`config.mk`:
```
export PLATFORM = sky130hd
export DESIGN_NAME = fetch_unit
export DESIGN_NICKNAME = d
export VERILOG_FILES = /design/src/rtl/fetch_unit.sv
export SDC_FILE = /design/constraint.sdc
export NUM_CORES = 1
export LEC_CHECK = 0
export BUFFER_PORTS_ARGS = -buffer_cell sky130_fd_sc_hd__buf_4
export CAP_MARGIN = 10
export CORE_ASPECT_RATIO = 2
export CORE_MARGIN = 2
export CORE_UTILIZATION = 25
export DETAILED_ROUTE_END_ITERATION = 12
export GPL_TIMING_DRIVEN = 0
export MAX_ROUTING_LAYER = met4
export PLACE_DENSITY = 0.47
export SLEW_MARGIN = 15
export SYNTH_ARGS = -nofsm -noshare
export SYNTH_HDL_FRONTEND = slang
export SYNTH_SLANG_ARGS = --single-unit
```
`constraint.sdc`:
```
create_clock -name clk -period 2.5 [get_ports clk]
set_clock_uncertainty 0.15 [all_clocks]
set_input_delay 0.125 -clock clk [delete_from_list [all_inputs] [get_ports clk]]
set_output_delay 0.125 -clock clk [all_outputs]
set_load 0.02 [all_outputs]
```
`src/rtl/fetch_unit.sv`:
```
// rtl/fetch_unit.sv - instruction fetch stage: PC, IF/ID register and RUN/HALT FSM.
// Optional fetch/bubble statistics counters are enabled with FETCH_STATS_EN.
module fetch_unit #(
  parameter logic [31:0] RESET_PC  = 32'h0000_0000,
  parameter logic [31:0] NOP_WORD  = 32'hE000_0000,
  parameter logic [31:0] HALT_WORD = 32'hEAFF_FFFF
) (
  input  logic        clk,
  input  logic        rst,
  input  logic        freeze,
  input  logic        flush,
  input  logic        branch_taken,
  input  logic [31:0] branch_addr,
  output logic [31:0] imem_addr,
  input  logic [31:0] imem_data,
  output logic [31:0] instr_out,
  output logic [31:0] pc_out,
  output logic        valid_out,
  output logic        halted
`ifdef FETCH_STATS_EN
  ,
  output logic [31:0] fetch_count,
  output logic [31:0] bubble_count
`endif
);

  typedef enum logic {ST_RUN, ST_HALT} state_t;

  state_t      r_state;
  logic [31:0] r_pc;
  logic [31:0] r_instr;
  logic [31:0] r_pc_out;
  logic        r_valid;
  logic        r_halted;

  logic [31:0] w_pc_plus4;
  logic        w_bubble;
  logic        w_load;
  logic        w_halt_hit;

  assign w_pc_plus4 = r_pc + 32'd4;
  assign w_bubble   = (r_state == ST_HALT) | flush | branch_taken;
  assign w_load     = (r_state == ST_RUN) & ~flush & ~branch_taken & ~freeze;
  // The halt word is captured but the PC parks on it rather than advancing.
  assign w_halt_hit = w_load & (imem_data == HALT_WORD);

  always_ff @(posedge clk) begin
    if (rst) begin
      r_state  <= ST_RUN;
      r_pc     <= RESET_PC;
      r_instr  <= NOP_WORD;
      r_pc_out <= 32'd0;
      r_valid  <= 1'b0;
      r_halted <= 1'b0;
    end else begin
      if (r_state == ST_RUN) begin
        if (branch_taken) begin
          r_pc <= branch_addr & ~32'h3;
        end else if (!freeze && !w_halt_hit) begin
          r_pc <= w_pc_plus4;
        end
      end

      if (w_bubble) begin
        r_instr  <= NOP_WORD;
        r_pc_out <= 32'd0;
        r_valid  <= 1'b0;
      end else if (w_load) begin
        r_instr  <= imem_data;
        r_pc_out <= w_pc_plus4;
        r_valid  <= 1'b1;
      end

      if (w_halt_hit) begin
        r_state  <= ST_HALT;
        r_halted <= 1'b1;
      end
    end
  end

  assign imem_addr = r_pc;
  assign instr_out = r_instr;
  assign pc_out    = r_pc_out;
  assign valid_out = r_valid;
  assign halted    = r_halted;

`ifdef FETCH_STATS_EN
  logic [31:0] r_fetch_count;
  logic [31:0] r_bubble_count;

  always_ff @(posedge clk) begin
    if (rst) begin
      r_fetch_count  <= 32'd0;
      r_bubble_count <= 32'd0;
    end else begin
      if (w_load && (r_fetch_count != 32'hFFFF_FFFF)) begin
        r_fetch_count <= r_fetch_count + 32'd1;
      end
      if (w_bubble && (r_bubble_count != 32'hFFFF_FFFF)) begin
        r_bubble_count <= r_bubble_count + 32'd1;
      end
    end
  end

  assign fetch_count  = r_fetch_count;
  assign bubble_count = r_bubble_count;
`endif

endmodule

```
==> metrics.md, run 1 <==
| Metric | Value |
|---|---|
| WP data arrival | 2.54 ns |
| First-pass detailed-route iteration total | 5 |
| # setup viols final | 0 |
| Worst path required time | 2.60 ns |
| Most common cell after layout, fill and taps aside | buf_4 |
| CTS buffer count | 9 |
| Crit Path Class | reg2reg |
| Final hold vios | 0 |
| Die area | 18700 um2 |
| CTS sink cnt | 94 |
| Num ports | 167 |
| Fmax achieved | 410 MHz |
| Maximum root-to-sink buffer count | 2 |
| Max_slew headroom | 53.0% |
| Final period util | 97.6% |
| Fin worst setup slack | 0.0601 ns |
| Filler cell count | 1775 |
| Worst-path clk slew | 0.08 ns |
| H-Tree Depth | 3 |
| Leakage power | 2.76 nW |
| Synth-to-layout area growth | 55.1% |
| GPL Wtd Cong | 0.895 |
| Detail Route Antenna Nets | 0 |
| Pre-CTS WS | -0.365 ns |
| Slew @ Worst Pin | 0.699 ns |
| Die Span X | 97.6 um |
| Largest cells by area after synthesis | dfxtp_1 (43%), o221a_2 (7.7%), a21oi_1 (5.3%) |
| Clock Tree Root | clkbuf_16 |
| PwrDens | 594 nW/um2 |
| Final period demand of the worst path | 2.44 ns |
| Pin count of the biggest net entering global routing | 16 |
| Core Area | 17200 um2 |
| Gr ovfl total | 0 |
| DR WL/cell | 20.0 um |
| Layout cells sized above 1 | 33.7% |
| Synth Instances | 505 |
| Commonest cells after routing, fill and taps aside | buf_4 (167), dfxtp_1 (91), a21oi_1 (46) |
| Vias | 4906 |
| Vias in the first global route | 4865 |
| 1st-iter DRT viols | 227 |
| # DRC | 0 |
| Synthesized area | 4380 um2 |
| Max-slew violation total from the final report | 0 |
| Total power | 4.04 mW |
| First-pass GRT wire length | 28.1 mm |
| Detailed placement HPWL | 14.1 mm |
| Register area share after synthesis | 43.0% |
| Outcome | complete, no violations |
| Top_reg_cell synth | dfxtp_1 |
| Clk_lat worst skew | 0.36 ns |
| Design Area, Final | 6790 um2 |
| Synthesized area per cell | 8.67 um2 |
| I/O Buffers | 158 |
| Initial antenna violation count | 0 |
| Cell variety after synth | 57 |
| Die Y | 191 um |
| Leading area contributor after synthesis | dfxtp_1 |
| Non-filler instance count after layout | 939 |
| Nets | 794 |
| Post-DP Area | 5840 um2 |
| TritonCTS clock tree | done |
| RSZ-0062 raised after global routing | no |
| Post-synth top area share | 43.0% |
| Final Core Density | 39.5% |
| Placed Cells | 876 |
| CP max FO | 10 |
| Yosys warnings | 0 |
| Number of synthesized flops with an enable pin | 0 |
| Hold Slack | 0.00740 ns |
| Peak VDD IR | 0.280 mV |
| Setup TNS | 0 ns |
| CP startpoint kind | register |
| GRT Total Usage | 20.1% |
| Row Count | 68 |
| Worst hold path type | in2reg |
| Synth async-reset ratio | 0% |
| Via density | 5.22 |
| # diodes | 0 |
| Max capacitance violation total | 0 |
| Seq cells post-synth | 94 |
| Starting Density | 25.5% |
| Detailed Route WL | 18.7 mm |
| Crit end category | register |
timing repair:
| action | CTS | global route |
|---|---|---|
| resized for setup | 8 | 24 |
| pin swaps | 0 | 2 |
| buffers inserted | 1 | 4 |
| endpoints found under the hold margin | 42 | 0 |
| setup endpoints to repair | 31 | 36 |
| hold buffers | 43 | 0 |
critical path, stage by stage (launching register included):
cell and delay (ns):
dfxtp_1 0.39, clkbuf_4 0.22, nand4_1 0.22, or4_4 0.52, o31a_1 0.32, o311a_1 0.33
a31o_1 0.18
layer usage:
metal  track usage (%)  vias to the layer above  part of all wire (%)
li1                  -                     2333                     -
met1              20.0                     2381                    36
met2              38.8                      166                    57
met3              2.30                       26                   4.4
met4              8.81                        0                   3.0
met5                 -                        -                     0
cell usage after synthesis, types with 2 or more instances:
cell       count
a221o_1        3
a21o_1         3
inv_1         11
clkbuf_1      37
nor4_1        10
dfxtp_1       94
nand4_1       17
xor2_1        12
nor3_1        11
o2bb2ai_1      3
o221a_2       30
o21ai_0       43
nand2_1       36
xnor2_1        9
or2_2          2
and3_1         3
and2_1         3
a31o_2         3
o221ai_1       2
a31oi_1       11
a22o_1         3
a32o_1         2
nand2b_1       3
o31ai_1        8
o21a_1         5
a21oi_1       46
clkinv_1       2
or4_1          2
buf_2          7
a211oi_1       3
nand3_1       16
o311ai_0       4
nor2_1        30
and4_1         5
buf_4          4
sequential cells by signal (all words and copies together), names as in the netlist:
| name | count |
|---|---|
| halted | 1 |
| pc_out | 30 |
| instr_out | 32 |
| valid_out | 1 |
| imem_addr | 30 |
area by class of cell:
cell class / count / area [um2] / area share, %
clock inverter: 5 / 129 / 1.90
clock buffer: 11 / 253 / 3.72
multi-input combinational: 351 / 2330 / 34.4
buffer: 49 / 226 / 3.33
sequential: 94 / 1890 / 27.8
inverter: 13 / 48.8 / 0.718
timing repair buffer: 206 / 1650 / 24.4
tap: 210 / 263 / 3.87
worst paths after layout:
check	depth (start not counted)	slack (ns)	endpoint	from
hold / removal	4	0.007	imem_addr[20]$_SDFFE_PP0P_	branch_addr[20]
setup / recovery	6	0.06	imem_addr[25]$_SDFFE_PP0P_	imem_addr[4]$_SDFFE_PP0P_
hold reg to reg	1	0.34	valid_out$_SDFFE_PP0P_	valid_out$_SDFFE_PP0P_
setup reg to reg	6	0.06	imem_addr[25]$_SDFFE_PP0P_	imem_addr[4]$_SDFFE_PP0P_
where the power goes:
part,leakage (nW),internal [mW],switching [mW]
Clock,0.186,1.14,0.628
Combinational,1.81,0.293,0.346
Sequential,0.769,1.56,0.0742
kinds of logic (layout without fill, tap and decap cells):
group	count (synthesis)	in the layout	share of synthesized area, %
other	1	4	0.0856
AND/OR/NAND/NOR	144	144	17.1
AO/OA/AOI/OAI	180	180	29.2
multiplexers	1	1	0.229
XOR/XNOR	21	21	4.20
buffers and inverters	63	284	5.97
flip-flops	94	94	43.0
adder cells (fa/ha/maj)	1	1	0.286
No activity file was read; power rests on OpenSTA's default activity.
==> inputs of run 2 (changes only) <==
Settings changed: ABC_AREA set to 1, CTS_BUF_LIST set to sky130_fd_sc_hd__clkbuf_4.
==> metrics.md, run 2 <==
| Metric | Value |
|---|---|
| Detailed placement HPWL | 15.2 mm (+7.9%) |
| Worst hold path type | in2reg |
| Most common cell after layout, fill and taps aside | nand2_1 |
| Most frequent cell after synthesis | nand2_1 |
| Commonest cells post-synth | nand2_1 (213), nor2_1 (180), dfxtp_1 (94), inv_1 (58), o21ai_0 (49) |
| Synth-to-layout area growth | 48.6% |
| Placed Cells | 1185 (+35%) |
| Leakage power | 3.52 nW (+28%) |
| # setup viols final | 0 (unchanged) |
| Number of synthesized flops with an enable pin | 0 (unchanged) |
| Clock Tree Root | clkbuf_4 |
| Synthesized area | 4890 um2 (+12%) |
| Top_reg_cell synth | dfxtp_1 |
| Core Area | 19300 um2 (+12%) |
| Setup TNS | 0 ns (unchanged) |
| Hold Slack | 0.00873 ns (+0.00134 ns) |
| Reg-to-Reg End | instr_out[29]$_SDFFE_PP1P_ |
| Synth async-reset ratio | 0% (unchanged) |
| Starting Density | 25.4% (-0.12 points) |
| Worst-path clk slew | 0.16 ns (+0.08 ns) |
| Design Area, Final | 7270 um2 (+7.0%) |
| Post-synth top area share | 38.5% (-4.5 points) |
| Pin count of the biggest net entering global routing | 17 (+1) |
| Seq cells post-synth | 94 (unchanged) |
| First-pass GRT wire length | 29.2 mm (+3.8%) |
| Detailed Route WL | 19.4 mm (+3.3%) |
| I/O Buffers | 160 (+1.3%) |
| # DRC | 0 (unchanged) |
| WP data arrival | 2.57 ns (+0.03 ns) |
| Reg-to-reg slack, setup | 0.17 ns (+0.10 ns) |
| Slowest CP cell | dlygate4sd3_1 |
| Hold_buf cts | 72 (+67%) |
| CP max FO | 10 (unchanged) |
| Detail Route Antenna Nets | 0 (unchanged) |
| Crit Path Class | reg2reg |
| Crit-path max cell delay | 0.59 ns (+0.07 ns) |
| Final Core Density | 37.7% (-1.8 points) |
| Total power | 3.18 mW (-21%) |
| 1st-iter DRT viols | 238 (+4.8%) |
| Hold endpoint | pc_out[13]$_SDFFE_PP0P_ |
| DR WL/cell | 15.2 um (-24%) |
| Die Span X | 103 um (+5.4%) |
| Clk_lat worst skew | 0.50 ns (+0.14 ns) |
| Leading area contributor after synthesis | dfxtp_1 |
| GPL Wtd Cong | 0.879 (-1.8%) |
| Vias in the first global route | 5542 (+14%) |
| RSZ-0062 raised after global routing | no |
| GRT Total Usage | 19.2% (-0.87 points) |
| Peak VDD IR | 0.193 mV (-31%) |
| Max capacitance violation total | 0 (unchanged) |
| Synthesized area per cell | 6.41 um2 (-26%) |
| Max_slew headroom | 59.7% (+6.7 points) |
| Final period util | 93.4% (-4.2 points) |
| Nets | 1079 (+36%) |
| Largest register FFs | 32 (unchanged) |
| Hold path depth | 6 (+2) |
| CTS buffer count | 9 (unchanged) |
| CTS sink cnt | 94 (unchanged) |
| Register area share after synthesis | 38.5% (-4.5 points) |
| Die area | 20800 um2 (+11%) |
| Pre-CTS WS | 0.280 ns (+0.645 ns) |
| Cell variety after synth | 30 (-47%) |
| Die Y | 202 um (+5.5%) |
| Largest cells by area after synthesis | dfxtp_1 (38%), nand2_1 (16%), nor2_1 (14%) |
| Num ports | 167 (unchanged) |
| Post-CTS resize count | 0 (-8) |
| Synth Instances | 763 (+51%) |
| Vias | 5523 (+13%) |
| Max-slew violation total from the final report | 0 (unchanged) |
| H-Tree Depth | 3 (unchanged) |
| Final period demand of the worst path | 2.33 ns (-0.105 ns) |
| Worst path required time | 2.74 ns (+0.14 ns) |
| Outcome | complete, no violations |
| Maximum root-to-sink buffer count | 2 (unchanged) |
| Fmax achieved | 428 MHz (+4.5%) |
| Fin worst setup slack | 0.165 ns (+0.105 ns) |
| R2r worst-path depth | 6 (unchanged) |
| Post-DP Area | 6430 um2 (+10%) |
| Commonest cells after routing, fill and taps aside | nand2_1 (213), nor2_1 (180), buf_4 (164) |
| Layout cells sized above 1 | 21.7% (-12 points) |
| Slew @ Worst Pin | 0.605 ns (-0.0939 ns) |
| Initial antenna violation count | 1 (+1) |
| Worst-path cell chain | nor2_1 > nand2_1 > nor2_2 > clkbuf_1 > nand3_1 > dlygate4sd3_1 |
| CP startpoint kind | register |
| Reg2reg start | halted$_SDFFE_PP0P_ |
| Crit end category | register |
| Yosys warnings | 0 (unchanged) |
| Filler cell count | 2198 (+24%) |
| Via density | 4.34 (-17%) |
| Row Count | 72 (+5.9%) |
| PwrDens | 437 nW/um2 (-26%) |
| Postcts setup bufs | 0 (-1) |
| Gr ovfl total | 0 (unchanged) |
| Non-filler instance count after layout | 1274 (+36%) |
| Min-delay src | freeze |
| First-pass detailed-route iteration total | 4 (-1) |
| TritonCTS clock tree | done |
| Final hold vios | 0 (unchanged) |
-- run 2: worst max-delay path by stage --
stage,startpoint,to,cells past startpoint
4_1_cts,halted$_SDFFE_PP0P_,instr_out[29]$_SDFFE_PP1P_,6
3_5_place_dp,imem_addr[2]$_SDFFE_PP0P_,imem_addr[16]$_SDFFE_PP0P_,10
5_1_grt,halted$_SDFFE_PP0P_,instr_out[29]$_SDFFE_PP1P_,6
2_1_floorplan,imem_addr[2]$_SDFFE_PP0P_,imem_addr[22]$_SDFFE_PP0P_,10
3_3_place_gp,imem_addr[2]$_SDFFE_PP0P_,imem_addr[16]$_SDFFE_PP0P_,10
6_report,halted$_SDFFE_PP0P_,instr_out[29]$_SDFFE_PP1P_,6
-- run 2: worst max-delay path: cells and delay by family, from the launching register on --
family,cells,cell delay (ns)
buf+inv,2,1.09
simple gates,4,0.64
flops,1,0.36
-- run 2: cell families (layout without fill, tap and decap cells) --
logic type | count (synthesis) | in the layout | synth area share [%]
AND/OR/NAND/NOR | 475 | 475 | 41.5
buffers and inverters | 100 | 348 | 8.52
flip-flops | 94 | 94 | 38.5
AO/OA/AOI/OAI | 80 | 80 | 9.01
XOR/XNOR | 10 | 10 | 1.79
multiplexers | 2 | 2 | 0.409
adder cells (fa/ha/maj) | 1 | 1 | 0.256
other | 1 | 5 | 0.0767
-- run 2: layout make-up --
class | count | area [um2] | area share (%)
antenna | 1 | 2.50 | 0.0344
buffer | 37 | 180 | 2.48
clock buffer | 9 | 67.6 | 0.930
clock inverter | 7 | 48.8 | 0.671
inverter | 63 | 236 | 3.25
multi-input combinational | 572 | 2600 | 35.8
sequential | 94 | 1880 | 25.9
tap | 259 | 324 | 4.46
timing repair buffer | 232 | 1920 | 26.4
-- run 2: per-layer routing --
metal / global-route usage [%] / part of all wire [%] / wire [um]
met5: - / 0 / 0
met4: 7.42 / 3.1 / 609
met3: 2.49 / 4.6 / 895
met2: 37.6 / 57 / 11000
met1: 18.0 / 35 / 6810
-- run 2: power by group --
group / total [mW] / internal [mW] / switching (mW)
clock: 0.794 / 0.206 / 0.587
sequential: 1.64 / 1.56 / 0.0780
combinational: 0.742 / 0.338 / 0.403
total: 3.18 / 2.11 / 1.07
==> inputs of run 3 (changes only) <==
Settings changed: BUFFER_PORTS_ARGS -buffer_cell sky130_fd_sc_hd__buf_4 to -buffer_cell sky130_fd_sc_hd__clkbuf_2.
==> metrics.md, run 3 (synthesis results as in run 2) <==
| Metric | Value |
|---|---|
| Most common cell after layout, fill and taps aside | nand2_1 |
| Max-slew violation total from the final report | 0 (unchanged) |
| Crit end category | register |
| Gr ovfl total | 0 (unchanged) |
| CTS sink cnt | 94 (unchanged) |
| Setup TNS | 0 ns (unchanged) |
| First-pass detailed-route iteration total | 5 (+1) |
| Worst-path cell chain | nor2_1 > nand2_1 > nor2_2 > clkbuf_1 > nand3_1 > dlygate4sd3_1 |
| CP startpoint kind | register |
| # setup viols final | 0 (unchanged) |
| Fin worst setup slack | 0.195 ns (+0.0301 ns) |
| I/O Buffers | 160 (unchanged) |
| Reg-to-Reg End | instr_out[30]$_SDFFE_PP1P_ |
| Outcome | complete, no violations |
| Post-DP Area | 6030 um2 (-6.2%) |
| Placed Cells | 1185 (unchanged) |
| Filler cell count | 2182 (-0.73%) |
| RSZ-0062 raised after global routing | no |
| CP max FO | 10 (unchanged) |
| Final period util | 92.2% (-1.2 points) |
| TritonCTS clock tree | done |
| Peak VDD IR | 0.209 mV (+8.1%) |
| H-Tree Depth | 3 (unchanged) |
| Initial antenna violation count | 1 (unchanged) |
| Reg-to-reg slack, setup | 0.20 ns (+0.03 ns) |
| Non-filler instance count after layout | 1271 (-0.24%) |
| Hold Slack | 0.0578 ns (+0.0491 ns) |
| Commonest cells after routing, fill and taps aside | nand2_1 (213), nor2_1 (180), clkbuf_2 (160) |
| Critical Path Start | halted$_SDFFE_PP0P_ |
| Detailed placement HPWL | 15.0 mm (-1.6%) |
| Core Area | 19300 um2 (unchanged) |
| Largest register FFs | 32 (unchanged) |
| Detailed Route WL | 19.4 mm (about the same) |
| Crit Path Class | reg2reg |
| Clk_lat worst skew | 0.49 ns (about the same) |
| Final period demand of the worst path | 2.30 ns (-0.0301 ns) |
| DR WL/cell | 15.2 um (+0.21%) |
| Row Count | 72 (unchanged) |
| First-pass GRT wire length | 28.5 mm (-2.4%) |
| Final hold vios | 0 (unchanged) |
| Worst hold path type | in2reg |
| Worst-path clk slew | 0.17 ns (about the same) |
| Pre-CTS WS | 0.278 ns (-0.00146 ns) |
| Worst path required time | 2.75 ns (about the same) |
| Die Span X | 103 um (unchanged) |
| Final Core Density | 35.6% (-2.1 points) |
| Pin count of the biggest net entering global routing | 16 (-1) |
| Nets | 1077 (-0.19%) |
| Multi-input gate area | 2600 um2 (unchanged) |
| Leakage power | 3.42 nW (-3.0%) |
| GRT Total Usage | 19.0% (-0.28 points) |
| Maximum root-to-sink buffer count | 2 (unchanged) |
| PwrDens | 469 nW/um2 (+7.3%) |
| Num ports | 167 (unchanged) |
| Reg2reg start | halted$_SDFFE_PP0P_ |
| # DRC | 0 (unchanged) |
| Vias in the first global route | 5424 (-2.1%) |
| Design Area, Final | 6870 um2 (-5.5%) |
| Via density | 4.27 (-1.6%) |
| GPL Wtd Cong | 0.869 (-1.2%) |
| Slew @ Worst Pin | 0.608 ns (+0.00255 ns) |
| Crit-path max cell delay | 0.58 ns (about the same) |
| Max capacitance violation total | 0 (unchanged) |
| WP data arrival | 2.55 ns (-0.02 ns) |
| Die Y | 202 um (unchanged) |
| Fmax achieved | 434 MHz (+1.3%) |
| Slowest CP cell | dlygate4sd3_1 |
| Vias | 5424 (-1.8%) |
| Clock Tree Root | clkbuf_4 |
| Post-CTS resize count | 0 (unchanged) |
| Worst Setup EP | instr_out[30]$_SDFFE_PP1P_ |
| Max_slew headroom | 59.5% (-0.17 points) |
| Detail Route Antenna Nets | 0 (unchanged) |
| Layout cells sized above 1 | 21.8% (+0.064 points) |
| 1st-iter DRT viols | 183 (-23%) |
| CTS buffer count | 9 (unchanged) |
| Synth-to-layout area growth | 40.4% |
| R2r worst-path depth | 6 (unchanged) |
| Register area | 1880 um2 (unchanged) |
| Total power | 3.22 mW (+1.4%) |
| Die area | 20800 um2 (unchanged) |
| Starting Density | 25.4% (unchanged) |
[run 3: changes by cell type in the layout (fill, tap and decap cells not counted)]
cell / change
clkinv_4: +1
clkinv_1: -1
clkbuf_2: +160
clkbuf_4: +1
dlygate4sd3_1: -2
bufinv_16: +1
clkinvlp_4: -2
inv_6: -1
buf_4: -160
[run 3: layout make-up]
cell class | count | share of cell area (%)
clock buffers | 10 | 1.09
inverters | 63 | 3.44
well taps | 259 | 4.72
flip-flops and latches | 94 | 27.4
plain buffers | 37 | 2.62
repair buffers | 230 | 21.9
clock inverters | 5 | 0.875
multi-input cells | 572 | 37.9
diodes | 1 | 0.0364
[run 3: report_power, final]
group	leakage [nW]	total, mW	switching, mW	internal, mW
clock	0.0745	0.909	0.593	0.316
sequential	0.769	1.64	0.0750	1.56
combinational	2.57	0.673	0.403	0.270
total	3.42	3.22	1.07	2.15
[run 3: critical path: cells and delay by family, from the launching register on]
family,cells,cell delay (ns)
buffers and inverters,2,1.07
flip-flops,1,0.37
AND/OR/NAND/NOR,4,0.63
[run 3: how the worst min path moves through the flow]
stage          cells after the start          from                        end  slack (ns)
2_1_floorplan                      1           rst        halted$_SDFFE_PP0P_        0.04
3_3_place_gp                       2           rst        halted$_SDFFE_PP0P_        0.19
3_5_place_dp                       2           rst        halted$_SDFFE_PP0P_        0.19
4_1_cts                            6  branch_taken  imem_addr[5]$_SDFFE_PP0P_       0.005
5_1_grt                            6  branch_taken  imem_addr[5]$_SDFFE_PP0P_        0.09
6_report                           6  branch_taken  imem_addr[4]$_SDFFE_PP0P_        0.06
[run 3: routing by layer]
layer,vias to the layer above,track usage [%],part of all wire (%)
li1,2860,-,-
met4,0,7.85,3.3
met3,30,3.25,5.1
met1,2378,17.9,36
met5,-,-,0
met2,156,36.2,56
[run 3: what timing repair did]
action                                 CTS  global route
hold buffers                            70             0
endpoints found under the hold margin   64             0
buffers inserted                         0             0
